[src/rtl/wbs_kdtree_slave.sv]
// Wishbone slave front-end for the kd-tree core: CTRL/QUERY/LEAF/BEST/NODE.
// Ports: wbs_* bus, MODE/start/status, node+leaf write, query FIFO, best read.
module wbs_kdtree_slave #(
  parameter int DATA_WIDTH = 11,
  parameter int NODE_AW    = 6,
  parameter int MEM_AW     = 12
) (
  input  logic                  clk,
  input  logic                  rst_n,
  input  logic                  wbs_stb_i,
  input  logic                  wbs_cyc_i,
  input  logic                  wbs_we_i,
  input  logic [3:0]            wbs_sel_i,
  input  logic [31:0]           wbs_adr_i,
  input  logic [31:0]           wbs_dat_i,
  output logic                  wbs_ack_o,
  output logic [31:0]           wbs_dat_o,
  output logic                  load_kdtree,
  output logic                  send_best_arr,
  output logic                  fsm_start,
  input  logic                  fsm_done,
  input  logic                  fsm_busy,
  output logic                  node_wen,
  output logic [NODE_AW-1:0]    node_waddr,
  output logic [DATA_WIDTH-1:0] node_idx,
  output logic [DATA_WIDTH-1:0] node_median,
  output logic                  leaf_wen,
  output logic [MEM_AW-1:0]     leaf_waddr,
  output logic [DATA_WIDTH-1:0] leaf_wdata,
  output logic                  in_fifo_wenq,
  output logic [DATA_WIDTH-1:0] in_fifo_wdata,
  input  logic                  in_fifo_wfull_n,
  output logic                  best_ren,
  output logic [MEM_AW-1:0]     best_raddr,
  input  logic [DATA_WIDTH-1:0] best_rdata
);

  typedef enum logic [1:0] {
    IDLE,
    WAIT,
    ACK
  } state_t;

  localparam logic [3:0] R_CTRL  = 4'd0;
  localparam logic [3:0] R_QUERY = 4'd1;
  localparam logic [3:0] R_LEAF  = 4'd2;
  localparam logic [3:0] R_BEST  = 4'd3;
  localparam logic [3:0] R_NODE  = 4'd4;

  state_t      state;
  state_t      state_nx;
  logic        wait_best;
  logic [1:0]  mode;
  logic [31:0] debug;
  logic        done;

  logic        valid;
  logic        hit;
  logic [3:0]  region;
  logic [15:0] off;
  logic        best_rd;
  logic        query_wr;
  logic        wr;
  logic        ctrl_wr;
  logic        done_clr;
  logic [31:0] rd_val;

  logic unused_sel;
  assign unused_sel = ^wbs_sel_i;

  assign valid    = wbs_stb_i & wbs_cyc_i & (state == IDLE);
  assign hit      = (wbs_adr_i[31:20] == 12'h300);
  assign region   = wbs_adr_i[19:16];
  assign off      = wbs_adr_i[15:0];
  assign best_rd  = valid & hit & (region == R_BEST) & ~wbs_we_i;
  assign query_wr = valid & hit & (region == R_QUERY) & wbs_we_i;
  assign wr       = valid & hit & wbs_we_i;
  assign ctrl_wr  = wr & (region == R_CTRL);
  assign done_clr = ctrl_wr & (off == 16'h0008);

  assign wbs_ack_o     = (state == ACK);
  assign load_kdtree   = mode[0];
  assign send_best_arr = mode[1];

  // Read request goes out in the decode cycle so the word is back in WAIT.
  assign best_ren   = rst_n & best_rd;
  assign best_raddr = best_ren ? off[MEM_AW-1:0] : '0;

  assign in_fifo_wenq = (state == WAIT) & ~wait_best & in_fifo_wfull_n;

  always_comb begin
    rd_val = 32'h0;
    if (hit && region == R_CTRL) begin
      case (off)
        16'h0000: rd_val = {30'h0, mode};
        16'h0004: rd_val = debug;
        16'h0008: rd_val = {31'h0, done};
        16'h0010: rd_val = {31'h0, fsm_busy};
        default:  rd_val = 32'h0;
      endcase
    end
  end

  always_comb begin
    state_nx = state;
    case (state)
      IDLE: begin
        if (valid) begin
          state_nx = (best_rd | query_wr) ? WAIT : ACK;
        end
      end
      WAIT: begin
        if (wait_best || in_fifo_wfull_n) begin
          state_nx = ACK;
        end
      end
      ACK:     state_nx = IDLE;
      default: state_nx = IDLE;
    endcase
  end

  always_ff @(posedge clk or negedge rst_n) begin
    if (!rst_n) begin
      state         <= IDLE;
      wait_best     <= 1'b0;
      wbs_dat_o     <= 32'h0;
      mode          <= 2'b0;
      debug         <= 32'h0;
      done          <= 1'b0;
      fsm_start     <= 1'b0;
      node_wen      <= 1'b0;
      node_waddr    <= '0;
      node_idx      <= '0;
      node_median   <= '0;
      leaf_wen      <= 1'b0;
      leaf_waddr    <= '0;
      leaf_wdata    <= '0;
      in_fifo_wdata <= '0;
    end else begin
      state     <= state_nx;
      wbs_dat_o <= 32'h0;
      fsm_start <= 1'b0;
      node_wen  <= 1'b0;
      leaf_wen  <= 1'b0;

      if (best_rd || query_wr) begin
        wait_best <= best_rd;
      end
      if (query_wr) begin
        in_fifo_wdata <= wbs_dat_i[DATA_WIDTH-1:0];
      end

      if (valid && !wbs_we_i && !best_rd) begin
        wbs_dat_o <= rd_val;
      end
      if (state == WAIT && wait_best) begin
        wbs_dat_o <= {{(32-DATA_WIDTH){1'b0}}, best_rdata};
      end

      if (ctrl_wr) begin
        case (off)
          16'h0000: mode      <= wbs_dat_i[1:0];
          16'h0004: debug     <= wbs_dat_i;
          16'h000C: fsm_start <= 1'b1;
          default:  ;
        endcase
      end
      if (wr && region == R_LEAF) begin
        leaf_wen   <= 1'b1;
        leaf_waddr <= off[MEM_AW-1:0];
        leaf_wdata <= wbs_dat_i[DATA_WIDTH-1:0];
      end
      if (wr && region == R_NODE) begin
        node_wen    <= 1'b1;
        node_waddr  <= off[NODE_AW-1:0];
        node_idx    <= wbs_dat_i[DATA_WIDTH-1:0];
        node_median <= wbs_dat_i[2*DATA_WIDTH-1:DATA_WIDTH];
      end

      // A completion from the core beats a simultaneous software clear.
      if (fsm_done) begin
        done <= 1'b1;
      end else if (done_clr) begin
        done <= 1'b0;
      end
    end
  end

endmodule

[config.mk]
export PLATFORM = sky130hd
export DESIGN_NAME = wbs_kdtree_slave
export DESIGN_NICKNAME = d
export VERILOG_FILES = /design/src/rtl/wbs_kdtree_slave.sv
export SDC_FILE = /design/constraint.sdc
export NUM_CORES = 1
export LEC_CHECK = 0
export ABC_AREA = 0
export CAP_MARGIN = 30
export CORE_MARGIN = 8
export CORE_UTILIZATION = 40
export DETAILED_ROUTE_END_ITERATION = 6
export PLACE_DENSITY = 0.77
export SLEW_MARGIN = 0
export SYNTH_ARGS = -nofsm -noshare
export SYNTH_HDL_FRONTEND = slang
export SYNTH_SLANG_ARGS = --single-unit
export TNS_END_PERCENT = 50
[constraint.sdc]
create_clock -name clk -period 2.05 [get_ports clk]
set_input_delay 0.41 -clock clk [delete_from_list [all_inputs] [get_ports clk]]
set_output_delay 0.41 -clock clk [all_outputs]
set_load 0.03 [all_outputs]
==> results of run 1 <==
[cell usage after synthesis (all sizes together) (2+ instances only)]
| cell | instances |
|---|---|
| and2 | 33 |
| nand3 | 5 |
| nor2b | 2 |
| nor2 | 6 |
| clkbuf | 8 |
| inv | 3 |
| nor3 | 6 |
| nor4b | 2 |
| nor4 | 10 |
| o21ai | 3 |
| dfrtp | 135 |
| a22o | 9 |
| mux2 | 97 |
| nand3b | 2 |
| a21oi | 2 |
| or3 | 3 |
| nand2 | 8 |
| buf | 11 |
[what timing repair did]
action,4_1_cts,5_1_grt
gates resized for setup,71,32
buffers inserted,13,4
gates cloned,4,1
setup endpoints to repair,116,102
pin swaps,22,9
[cell type report]
cell class                      count  share of cell area (%)
Clock inverter                     12                   0.891
Clock buffer                       19                    5.12
Sequential cell                   135                    38.2
Multi-Input combinational cell    205                    23.1
Tap cell                          176                    2.49
Inverter                            3                   0.127
Timing Repair Buffer              258                    30.1
[layer usage]
layer	GRT usage (%)	part of all wire, %	vias up
li1	-	-	1798
met1	20.1	39	1976
met3	7.51	8.1	29
met4	7.85	2.2	0
met5	0	0	-
met2	29.7	50	137
[worst max path at each step]
stage,from,endpoint,slack (ns),depth (start not counted)
floorplan,wbs_adr_i[17],debug[10]$_DFFE_PN0P_,0.03,6
global placement,wbs_adr_i[23],debug[31]$_DFFE_PN0P_,-0.52,6
detailed placement,wbs_adr_i[1],debug[4]$_DFFE_PN0P_,-0.54,7
CTS,state[1]$_DFFE_PN0P_,best_raddr[8],-0.29,8
global route,state[0]$_DFFE_PN0P_,best_raddr[8],-0.31,6
finish,state[0]$_DFFE_PN0P_,best_raddr[1],-0.21,6
[report_power, final]
group	switching, mW	internal [mW]	leakage [nW]
sequential	0.00125	2.67	1.88
clock	1.10	1.59	0.261
combinational	0.146	0.172	2.13
total	1.25	4.43	4.26
[cells by family (layout without fill, tap and decap cells)]
logic type,Yosys count,in the layout,synth area share [%]
AO/OA/AOI/OAI,20,20,2.88
AND/OR/NAND/NOR,86,86,10.6
XOR/XNOR,1,1,0.164
multiplexers,98,98,20.6
buffers and inverters,22,292,2.44
flip-flops,135,135,63.3
[state kept, by name (all words and copies together) (netlist names)]
register,cells
node_idx,11
wbs_dat_o,32
done,1
node_waddr,6
wait_best,1
fsm_start,1
node_median,11
debug,32
state,2
node_wen,1
leaf_waddr,12
leaf_wen,1
in_fifo_wdata,11
leaf_wdata,11
mode,2
[per-stage QoR]
step | instances | instance area (um2) | hold WS, ns | setup TNS [ns]
after floorplan | 362 | 5410 | 0.114 | 0
after global placement | 759 | 7840 | 0.452 | -63.33
after detailed placement | 759 | 7840 | 0.459 | -66.95
after CTS | 807 | 8750 | 0.163 | -4.86
after global routing | 808 | 8850 | 0.172 | -10.88
final | 808 | 8850 | 0.121 | -4.84
==> flow_summary.ini, run 1 <==
[run_status]
outcome = finished, violations left
failed_checks = negative setup slack

[sta]
drv_slew = 0
setup_viol = 45
layout_min_cycle_time_ns = 2.26
slew_headroom_pct = 52.5
clock_skew_ns = 0.00509
worst_slack_ns = -0.207
tightestPinTransition_ns = 0.713
rsz0062_at_grt = yes
period_share_pct = 110
max_freq_ghz = 0.443
hold_viol = 0

[detailed_routing]
routed_wl_um = 15400
first_pass_iters = 4
viasPerCell = 4.88
drc = 0
drt_iter0_markers = 123
vias = 3940
wl_per_cell_um = 19.1
drtAntennaViolNets = 0

[placed_design]
place.gp.congestion = 0.810
place_hpwl_um = 10700
portBuffers = 196
dp_slack_ns = -0.542

[power]
power_mw = 5.68
p_per_area_mw_per_mm2 = 642
irDropWorstVdd_uv = 442
cellLeakagePower_nw = 4.26

[clock_tree]
clk_pin_slew_ns = 0.05
htree_num_levels = 4
cts_hold_buffers = 0
clkLatencyLatePin_ns = 0.41
cts_tree = yes
cts_buffers = 17
clockBufferDepth = 2
root_buffer = clkbuf_16
clock-sinks = 135

[global_route]
grt_pass1_wl_um = 24400
grt_pass1_vias = 4311
grt_max_degree = 136
grtUsageTotal_pct = 18.0
antenna_found_initial = 0
overflow = 0

[setup_path]
cpPeakStageDelay_ns = 0.37
critical_path_buf_inv_count = 2
reg2reg_depth = 8
crit_type = reg -> out
r2r_start = state[0]$_DFFE_PN0P_
cp-start-kind = flop
critical-path-slowest-cell = dfrtp_1
r2r_setup_slack_ns = -0.17
worstPathMaxFanout = 6
crit_required_ns = 1.64
r2r-end = debug[19]$_DFFE_PN0P_
path_cells = and4b_2 -> nand3_4 -> nor3_4 -> buf_6 -> and2_4 -> buf_6
crit_path_end_kind = output pin
arrival_ns = 1.85
path_common_cell = buf_6
cp_top_family = simple AND/OR/NAND/NOR gates

[die]
coreArea_mm2 = 0.0131
rows = 42
dieArea_mm2 = 0.0173
chipWidth_um = 132
die_h_um = 132
start_util_pct = 40.6
io_pins = 201

[synthesis]
synth-edff-count = 0
ys_ff_latch = 135
ys_async_sr_fraction_pct = 100
synth_warnings = 0
syn_area_mm2 = 0.00534
syn-num-nets = 449
synthDistinctLibCells = 42
synth.largest_area_cell = dfrtp_1
seq_area_frac_synth_pct = 63.3
ys.flop_type = dfrtp_1
netlist_instances = 362
syn_avg_cell_area_um2 = 14.7
ys_top_cells_by_area = dfrtp_1 (63%), mux2_2 (13%), mux2_1 (7.4%), and2_1 (3.9%), a22o_1 (1.5%)
netlist.area_leader.share_pct = 63.3

[finish]
layout_common_cells = clkdlybuf4s50_1 (155), dfrtp_1 (135), mux2_2 (62)
layout_commonest_cell = clkdlybuf4s50_1
finalNetCount = 707
regArea_mm2 = 0.00338
multiInputGateArea_mm2 = 0.00205
fin_util_pct = 67.4
layout-drive-gt1-share_pct = 35.6
fillers = 955
antennaDiodeCount = 0
syn2layout_area_growth_pct = 65.8

[min_path]
hold_class = in -> async

[flow_run]
maxCapViolations = 0
(Power assumes the default switching activity.)
==> inputs of run 2 (changes only) <==
--- a/config.mk
+++ b/config.mk
@@ -5,12 +5,14 @@
 export SDC_FILE = /design/constraint.sdc
 export NUM_CORES = 1
 export LEC_CHECK = 0
-export ABC_AREA = 0
 export CAP_MARGIN = 30
+export CELL_PAD_IN_SITES_DETAIL_PLACEMENT = 2
+export CELL_PAD_IN_SITES_GLOBAL_PLACEMENT = 2
 export CORE_MARGIN = 8
-export CORE_UTILIZATION = 40
+export CORE_UTILIZATION = 26
 export DETAILED_ROUTE_END_ITERATION = 6
-export PLACE_DENSITY = 0.77
+export GPL_ROUTABILITY_DRIVEN = 0
+export PLACE_DENSITY_LB_ADDON = 0.1
 export SLEW_MARGIN = 0
 export SYNTH_ARGS = -nofsm -noshare
 export SYNTH_HDL_FRONTEND = slang
==> flow_summary.ini, run 2 (same netlist as run 1, synthesis figures left out) <==
[detailed_routing]
drtAntennaViolNets = 0
first_pass_iters = 4
drc = 0
drt_iter0_markers = 78
wl_per_cell_um = 21.2
viasPerCell = 4.43
vias = 3939
routed_wl_um = 18900

[power]
seq_power_share_pct = 42.9
clkPwrFrac_pct = 51.8
switching_share_pct = 21.2
power_mw = 6.22
combinationalPowerShare_pct = 5.3
switching_power_mw = 1.32
p_int_mw = 4.90
irDropWorstVdd_uv = 518
cellLeakagePower_nw = 4.23
p_per_area_mw_per_mm2 = 700

[setup_path]
reg2reg_depth = 6
r2r_start = state[0]$_DFFE_PN0P_
cp-start-kind = input port
crit_required_ns = 1.64
crit_type = in -> out
critPathLaunch = wbs_adr_i[17]
crit_end = best_raddr[4]
r2r-end = debug[2]$_DFFE_PN0P_
r2r_setup_slack_ns = 0
arrival_ns = 1.93
crit_path_end_kind = output pin
worstPathMaxFanout = 8

[placed_design]
place_area_mm2 = 0.00793
placedCellCount = 848
place_hpwl_um = 12900
portBuffers = 196

[sta]
clock_skew_ns = 0.00604
layout_min_cycle_time_ns = 2.34
period_share_pct = 114
hold_viol = 0
drv_slew = 0
rsz0062_at_grt = yes
tightestPinTransition_ns = 0.747
slew_headroom_pct = 50.2
hold_ws_ns = 0.139
max_freq_ghz = 0.427
worst_slack_ns = -0.292
setup_viol = 43

[die]
die_h_um = 159
io_pins = 201
rows = 52
dieArea_mm2 = 0.0254
coreArea_mm2 = 0.0202
chipWidth_um = 159
start_util_pct = 26.5

[clock_tree]
clockBufferDepth = 2
cts_hold_buffers = 0
cts_tree = yes
clkLatencyLatePin_ns = 0.41
clock-sinks = 135
htree_num_levels = 4
cts_buffers = 17
clk_pin_slew_ns = 0.06
root_buffer = clkbuf_16

[min_path]
hold_class = in -> async

[finish]
layout-drive-gt1-share_pct = 33.3
fillers = 1962
antennaDiodeCount = 0
finalNetCount = 694
top_regs = debug: 32 flops, wbs_dat_o: 32 flops, leaf_waddr: 12 flops
fin_util_pct = 44.1
layout_common_cells = clkdlybuf4s50_1 (159), dfrtp_1 (135), mux2_2 (61)
syn2layout_area_growth_pct = 66.5
final_area_mm2 = 0.00889
layout_commonest_cell = clkdlybuf4s50_1
stdcell_count = 889

[run_status]
outcome = finished, violations left
failed_checks = negative setup slack

[global_route]
grt_pass1_vias = 4638
grt_pass1_wl_um = 28400
antenna_found_initial = 0
overflow = 0
grtUsageTotal_pct = 14.5
grt_max_degree = 136

[flow_run]
maxCapViolations = 0
==> run 2: changes by cell type in the layout (fill, tap and decap cells not counted), moves of 4 or more <==
| cell | previous run | this run |
|---|---|---|
| bufinv_16 | 0 | 4 |
| mux2_4 | 24 | 20 |
| dlygate4sd2_1 | 24 | 14 |
| buf_4 | 40 | 34 |
| dlymetal6s2s_1 | 2 | 8 |
| mux2_1 | 11 | 16 |
| clkdlybuf4s50_1 | 155 | 159 |
==> run 2: how the worst min path moves through the flow <==
stage                     startpoint                       to  slack, ns  cells past startpoint
6_report                       rst_n  wbs_dat_o[11]$_DFF_PN0_       0.14                      2
5_1_grt                        rst_n  wbs_dat_o[20]$_DFF_PN0_       0.20                      2
4_1_cts                        rst_n  wbs_dat_o[20]$_DFF_PN0_       0.20                      2
3_5_place_dp   debug[18]$_DFFE_PN0P_  wbs_dat_o[18]$_DFF_PN0_       0.46                      1
3_3_place_gp   debug[16]$_DFFE_PN0P_    debug[16]$_DFFE_PN0P_       0.46                      1
2_1_floorplan                  rst_n     debug[0]$_DFFE_PN0P_       0.11                      0
==> run 2: per-stage QoR <==
step           setup TNS [ns]  worst slack [ns]
6_report                -4.47            -0.292
5_1_grt                 -8.04            -0.367
4_1_cts                 -4.86            -0.316
3_5_place_dp           -71.85            -0.562
3_3_place_gp           -64.32            -0.496
2_1_floorplan               0            0.0296
==> run 2: layer usage <==
| layer | up-vias | GRT usage, % | share of wire [%] |
|---|---|---|---|
| met5 | - | 0 | 0 |
| met4 | 0 | 4.63 | 1.0 |
| met3 | 15 | 4.34 | 4.8 |
| met2 | 112 | 25.9 | 53 |
| met1 | 2042 | 16.3 | 42 |
| li1 | 1770 | - | - |
==> run 2: what timing repair did <==
item,CTS,global route
gates cloned,1,3
hold endpoints to repair,0,0
endpoints found under the setup margin,142,127
buffers inserted,5,3
pin swaps,13,10
gates resized for setup,38,46
==> run 2: cell type report <==
type                       count  area (um2)  share of cell area, %
multi-input combinational    205        2050                   23.1
clock inverter                12         176                   1.99
timing repair buffer         245        2490                   28.0
clock buffer                  19         443                   4.98
inverter                       3        11.3                  0.127
tap                          270         338                   3.80
sequential                   135        3380                   38.0
==> run 2: power groups by stage <==
stage	Combinational, mW	Sequential, mW	Clock [mW]
2_1_floorplan	0.0406	2.72	0
3_3_place_gp	0.330	2.72	0
3_5_place_dp	0.335	2.72	0
4_1_cts	0.332	2.67	3.33
5_1_grt	0.361	2.67	3.43
6_report	0.331	2.67	3.23
==> run 2: worst max-delay path, cell delays in order <==
cell	delay, ns
clkdlybuf4s50_1	0.53
buf_4	0.19
nand3_1	0.13
nor3_4	0.22
buf_6	0.17
and2_4	0.15
buf_6	0.12
